--- src/rtl/oam_dma.sv ---
// ---------------------------------------------------------------------------
// oam_dma
//
// OAM DMA engine. A CPU write to FF46 (start_wr/start_data) launches a copy of
// XFER_LEN bytes from {src_hi, 8'h00} to DEST_BASE.. (FE00..FE9F by default),
// one byte per M-cycle. Each M-cycle reads the source during T-phases 0,1,
// latches the byte on the edge that samples phase 1, and writes it to the
// destination during phases 2,3. The transfer starts two M-cycle boundaries
// after the strobe (ARM aligns to a boundary, DELAY waits one more M-cycle).
//
// Optional feature (macro OAM_DMA_ECHO_MAP_EN): a written source byte >= E0
// has bit 5 cleared before capture, so E0..FF read from echo RAM C0..DF.
// With the macro undefined the written byte is used unchanged.
//
// Ports:
//   clk          system clock, one T-cycle per clock
//   rst          asynchronous active-high reset
//   t_cycle      T-phase 0..3; a posedge sampling 3 is the M-cycle boundary
//   start_wr     single-clock strobe: CPU wrote FF46
//   start_data   value written to FF46 (source high byte)
//   mem_data_in  external memory data output
//   dma_addr     DMA leg of the memory address mux
//   dma_data     byte latched for the write phase
//   dma_rd       DMA read request
//   dma_wr       DMA write enable
//   mem_ctrl_sel 1 = DMA owns the memory bus
//   busy         transfer pending or active
//   src_hi       FF46 readback (after optional echo mapping)
// ---------------------------------------------------------------------------
module oam_dma #(
  parameter int unsigned XFER_LEN  = 160,
  parameter logic [15:0] DEST_BASE = 16'hFE00
) (
  input  logic        clk,
  input  logic        rst,
  input  logic [1:0]  t_cycle,
  input  logic        start_wr,
  input  logic [7:0]  start_data,
  input  logic [7:0]  mem_data_in,
  output logic [15:0] dma_addr,
  output logic [7:0]  dma_data,
  output logic        dma_rd,
  output logic        dma_wr,
  output logic        mem_ctrl_sel,
  output logic        busy,
  output logic [7:0]  src_hi
);

  typedef enum logic [1:0] {
    IDLE,
    ARM,
    DELAY,
    XFER
  } state_t;

  localparam logic [7:0] LAST_IDX = 8'(XFER_LEN - 1);

  state_t     state;
  logic [7:0] idx;
  logic [7:0] src_mapped;
  logic       m_boundary;

  assign m_boundary = (t_cycle == 2'd3);

  // Source byte as it will be captured and read back.
  always_comb begin
`ifdef OAM_DMA_ECHO_MAP_EN
    src_mapped = (start_data >= 8'hE0) ? (start_data & 8'hDF) : start_data;
`else
    src_mapped = start_data;
`endif
  end

  // NOTE: sequential state uses non-blocking assignments so every register
  // samples pre-edge values regardless of statement order.
  always_ff @(posedge clk or posedge rst) begin
    if (rst) begin
      state    <= IDLE;
      idx      <= 8'h00;
      dma_data <= 8'h00;
      src_hi   <= 8'hFF;
    end else if (start_wr) begin
      // A restart from any state wins over completion or idx increment.
      state  <= ARM;
      idx    <= 8'h00;
      src_hi <= src_mapped;
    end else begin
      unique case (state)
        IDLE:  ;
        ARM:   if (m_boundary) state <= DELAY;
        DELAY: if (m_boundary) state <= XFER;
        XFER: begin
          if (t_cycle == 2'd1) dma_data <= mem_data_in;
          if (m_boundary) begin
            if (idx == LAST_IDX) state <= IDLE;
            else                 idx   <= idx + 8'd1;
          end
        end
        default: state <= IDLE;
      endcase
    end
  end

  // Output decode straight from registered state, so an asynchronous reset
  // releases the bus in the same instant.
  // NOTE: every output gets a default before the case logic, so no latch can
  // be inferred for paths that do not assign it.
  always_comb begin
    busy         = (state != IDLE);
    mem_ctrl_sel = (state == XFER);
    dma_rd       = 1'b0;
    dma_wr       = 1'b0;
    dma_addr     = 16'h0000;
    if (state == XFER) begin
      if (!t_cycle[1]) begin
        dma_addr = {src_hi, idx};
        dma_rd   = 1'b1;
      end else begin
        dma_addr = DEST_BASE + {8'h00, idx};
        dma_wr   = 1'b1;
      end
    end
  end

endmodule

--- config.mk ---
export PLATFORM = sky130hd
export DESIGN_NAME = oam_dma
export DESIGN_NICKNAME = d
export VERILOG_FILES = /design/src/rtl/oam_dma.sv
export SDC_FILE = /design/constraint.sdc
export NUM_CORES = 1
export LEC_CHECK = 0
export ABC_AREA = 1
export CELL_PAD_IN_SITES_DETAIL_PLACEMENT = 1
export CELL_PAD_IN_SITES_GLOBAL_PLACEMENT = 2
export CORE_ASPECT_RATIO = 1.1
export CORE_MARGIN = 1.5
export CORE_UTILIZATION = 25
export DETAILED_ROUTE_END_ITERATION = 10
export PLACE_DENSITY = 0.89
export SLEW_MARGIN = 20
export SYNTH_ARGS = -nofsm -noshare
export SYNTH_HDL_FRONTEND = slang
export SYNTH_SLANG_ARGS = --single-unit
--- constraint.sdc ---
create_clock -name clk -period 2.05 [get_ports clk]
set_input_delay 0.41 -clock clk [delete_from_list [all_inputs] [get_ports clk]]
set_output_delay 0.41 -clock clk [all_outputs]
set_load 0.05 [all_outputs]
# After elaboration in Yosys (flattened, before gate mapping)
# Index checks and enable logic that the tools add are counted.
# Widths: inputs -> output; s select.
[word_totals] output_inout_bits=36 inputBits=21 elab_cells=41 regBits=26
[classes] reduce_logical=7 muxes=16 addsub=2 n_eq_ne=11 bitwise_logic=1
[ops] cell="$mux 16" n=2
[ops] cell="$mux 8" n=4
[ops] cell="$add 10x9->11 const A" n=1
[ops] cell="$mux 2" n=5
[ops] cell="$add 8x1->8 const B" n=1
[ops] cell="$eq 8x8->1 const B" n=1
[ops] cell="$eq 2x2->1 const B" n=3
[ops] cell="$ne 3x2->1 const B" n=2
[ops] cell="$ne 3x3->1 const B" n=2
[ops] cell="$pmux 2 s3" n=1
[ops] cell="$reduce_and 3->1" n=2
[ops] cell="$reduce_bool 2->1" n=3
[ops] cell="$reduce_and 5->1" n=1
[ops] cell="$eq 2x1->1 const B" n=2
[ops] cell="$mux 1" n=4
[ops] cell="$reduce_bool 4->1" n=1
[ops] cell="$ne 2x2->1 const B" n=1
[ops] cell="$not 1->1" n=1

# Logic depth before layout (Yosys ltp)
[logic_depth] ltp_word=5 ltp_mapped=9 ltp_nobuf=8

# Worst setup path after synthesis
# OpenSTA, ideal clock, no wires.
[synth_path] path_type="register to output" startpoint="register state[0]" endpoint="output port dma_addr[8]" stages_incl_launch_ff=4 t_required_ns=1.640 t_arrival_ns=2.249 path_buffers=0 path_slack_ns=-0.609 cell_sequence="dfrtp_1 -> ha_1 -> inv_2 -> nor3_1"
[synth_between] elab_chain_cells=2
[synth_rtl] element="start: declaration" line="58" rtl="state_t state;"
[synth_rtl] element="start signal: assignment" line="78" rtl="state <= IDLE;"
[synth_rtl] element="start signal: assignment" line="84" rtl="state <= ARM;"
[synth_rtl] element="start signal: assignment" line="90" rtl="ARM: if (m_boundary) state <= DELAY;"
[synth_rtl] element="$eq 2x2->1"
[synth_rtl] element="via mem_ctrl_sel" line="44" rtl="output logic mem_ctrl_sel,"
[synth_rtl] element="$mux 16" line="114" rtl="if (state == XFER) begin"
[synth_rtl] element="end: declaration" line="40" rtl="output logic [15:0] dma_addr,"
# The timed path passes the listed nets, and every way through them passes these cells.

# Final worst setup path
[layout_path] startpoint="register state[0]" endpoint="output port dma_addr[11]"
[layout_between] elab_chain_cells=2
[layout_rtl] element="$eq 2x2->1" line="114"
[layout_rtl] element="$mux 16" line="114"
# Every way passes these cells.

==> run summary <==
Status -> complete, no violations
Cell area after layout -> 0.00240 mm²
Final core occ -> 41.7%
Post-route DRC -> 0
Starting DRC count in detailed routing -> 59
Max FO, Critical Path -> 10
Reg2reg path depth -> 7
Commonest non-fill, non-tap cell in the layout -> nand2_1
Ports -> 57
Hold WS -> 0.477 ns
Met3 GRT Util -> 3.70%
Post-CTS Resized -> 0
CP endpoint -> dma_addr[11]
Post-CTS Hold Buffers -> 0
Distinct cell type count after synthesis -> 23
Layout cells sized above 1 -> 21.9%
Fill count -> 690
Max Cap Viol -> 0
Area of the multi-input gates -> 652 µm²
Worst rel slew slack -> 66.2%
CTS Buf Count -> 3
Core ar. -> 0.00577 mm²
DR pass1 iterations -> 4
Routability cong. -> 0.716
CP Data Required Time -> 1.64 ns
Final wirelength -> 4150 µm
Net Count, Synth -> 229
Avg Synthesized Cell Area -> 7.41 µm²
Max-slew violations -> 0
Post-layout min period -> 1.90 ns
H-tree Lvls -> 1
Initial antenna violation count -> 0
CP startpoint kind -> flip-flop
Largest net degree at the start of global routing -> 27
Worst VDD drop -> 0.000665 V
Netlist area before placement -> 0.00150 mm²
Setup crit end kind -> output pin
Fin cells -> 337
Setup violations, final -> 0
Max Root-Sink Buffers -> 2
WP data arrival -> 1.49 ns
Cells after DPL -> 333
Tot GR Track Use -> 13.7%
Pwr/cell area -> 1080 mW/mm²
Die Wd -> 76.8 µm
FF-to-FF Start -> state[0]$_DFFE_PP0P_
Worst hold path type -> in -> async
Setup Buffers After CTS -> 0
Critical path class -> reg -> out
WL per Instance -> 12.3 µm
Slew of the pin with the lowest slew margin -> 0.505 ns
Number of port buffers -> 56
# clock sinks -> 26
Leak -> 1.21 nW
Final nets -> 288
CTS tree -> built
Clock Latency Late Sink -> 0.27 ns
DP HPWL -> 3220 µm
Die area -> 0.00646 mm²
Commonest non-fill, non-tap cells in the layout -> 59 x nand2_1, 38 x inv_1, 28 x clkdlybuf4s50_1, 20 x buf_12, 18 x dfrtp_1
Post-synthesis sequential area ratio -> 44.1%
Yosys warnings -> 0
Grt met2 use -> 25.6%
Pwr Total -> 2.61 mW
Max Clk Rate -> 0.526 GHz
R2R setup slack -> 0.48 ns
Die height -> 84.2 µm
Detailed-route via count -> 1417
Yosys reg bits -> 26
Dpl cell area -> 0.00233 mm²
Ant diodes -> 0
Clk slew on worst S/H paths -> 0.09 ns
GR Overflow Total -> 0
Row count -> 29
Gr busiest metal -> met2
Final hold violation count -> 0
Syn Inst Count -> 202
FF+latch area -> 661 µm²
GRT met1 Usage -> 15.6%
Clock Skew -> 0.00106 ns
Vias per cell -> 4.20
Area delta synth->final -> 60.6%
Initial Utilization -> 26.0%
Final worst path period share -> 92.7%
CTS root buffer -> clkbuf_8
CP Launch Point -> state[0]$_DFFE_PP0P_
Global-route wire length before repair -> 7010 µm
Post-DRT Antenna Nets -> 0
RSZ-0062 raised after global routing -> no
R2r endpoint -> idx[4]$_DFFE_PP0P_
Vias in the first global route -> 1453
==> flip-flops by register name, summed over array words and instances (netlist names) <==
| signal | cells |
|---|---|
| state | 2 |
| idx | 8 |
| dma_data | 8 |
| src_hi | 8 |
==> cell families after synthesis <==
group           synth area share (%)
compound gates                  8.35
xor+xnor                        1.17
fa+ha+maj                       5.01
buf+inv                         12.9
flops                           44.1
simple gates                    28.5
==> metal layers <==
layer	wire (µm)	share of wire, %	vias up
met4	25	0.60	0
met3	184	4.4	2
li1	-	-	726
met5	0	0	-
met1	1730	42	660
met2	2210	53	29
==> worst min path at each step <==
stage | from | to | slack [ns] | depth (start not counted)
after global placement | dma_data[1]$_DFFE_PP0P_ | dma_data[1]$_DFFE_PP0P_ | 0.47 | 2
after global routing | dma_data[7]$_DFFE_PP0P_ | dma_data[7]$_DFFE_PP0P_ | 0.52 | 2
after floorplan | rst | dma_data[0]$_DFFE_PP0P_ | 0.44 | 1
after detailed placement | dma_data[6]$_DFFE_PP0P_ | dma_data[6]$_DFFE_PP0P_ | 0.49 | 2
final | rst | dma_data[3]$_DFFE_PP0P_ | 0.48 | 3
after CTS | rst | dma_data[3]$_DFFE_PP0P_ | 0.48 | 3
==> per-stage QoR <==
stage	setup WS, ns	TNS (ns)
after detailed placement	0.143	0
after floorplan	-0.0883	-0.618
after CTS	0.117	0
after global routing	0.0192	0
after global placement	0.171	0
final	0.149	0
==> final cells by class <==
type | count | share of cell area (%)
Timing Repair Buffer | 60 | 32.0
Tap cell | 77 | 4.01
Clock inverter | 1 | 1.25
Inverter | 41 | 6.40
Sequential cell | 26 | 27.5
Multi-Input combinational cell | 129 | 27.1
Clock buffer | 3 | 1.72
==> cell usage after synthesis <==
| library cell | instances | area share, % |
|---|---|---|
| nor3_1 | 2 | 0.67 |
| nand2_1 | 59 | 15 |
| or2_2 | 2 | 0.84 |
| dfrtp_1 | 18 | 30 |
| inv_2 | 2 | 0.50 |
| xor2_1 | 2 | 1.2 |
| inv_1 | 38 | 9.5 |
| nor2_2 | 1 | 0.42 |
| o21ai_1 | 8 | 2.7 |
| clkinv_1 | 1 | 0.25 |
| buf_2 | 4 | 1.3 |
| nor2_1 | 11 | 2.8 |
| nand2_2 | 2 | 0.84 |
| nand3_1 | 12 | 4.0 |
| nand3_2 | 1 | 0.67 |
| buf_6 | 1 | 0.75 |
| nand4_1 | 3 | 1.3 |
| o21ai_0 | 10 | 3.3 |
| dfstp_2 | 8 | 14 |
| nor2_4 | 3 | 2.3 |
| buf_4 | 1 | 0.50 |
| a21oi_1 | 7 | 2.3 |
| ha_1 | 6 | 5.0 |
==> worst max-delay path: stages (launching register included) <==
cell and delay [ns]:
dfrtp_1 0.43, ha_2 0.23, inv_2 0.10, a21oi_1 0.27, buf_12 0.18
==> power by group <==
group / internal (mW) / total (mW) / switching, mW / leakage, nW
clock network: 0.261 / 0.430 / 0.168 / 0.0357
registers: 0.626 / 0.702 / 0.0763 / 0.322
logic: 0.564 / 1.48 / 0.912 / 0.849
Note: power is estimated with default switching activity, not from simulation.
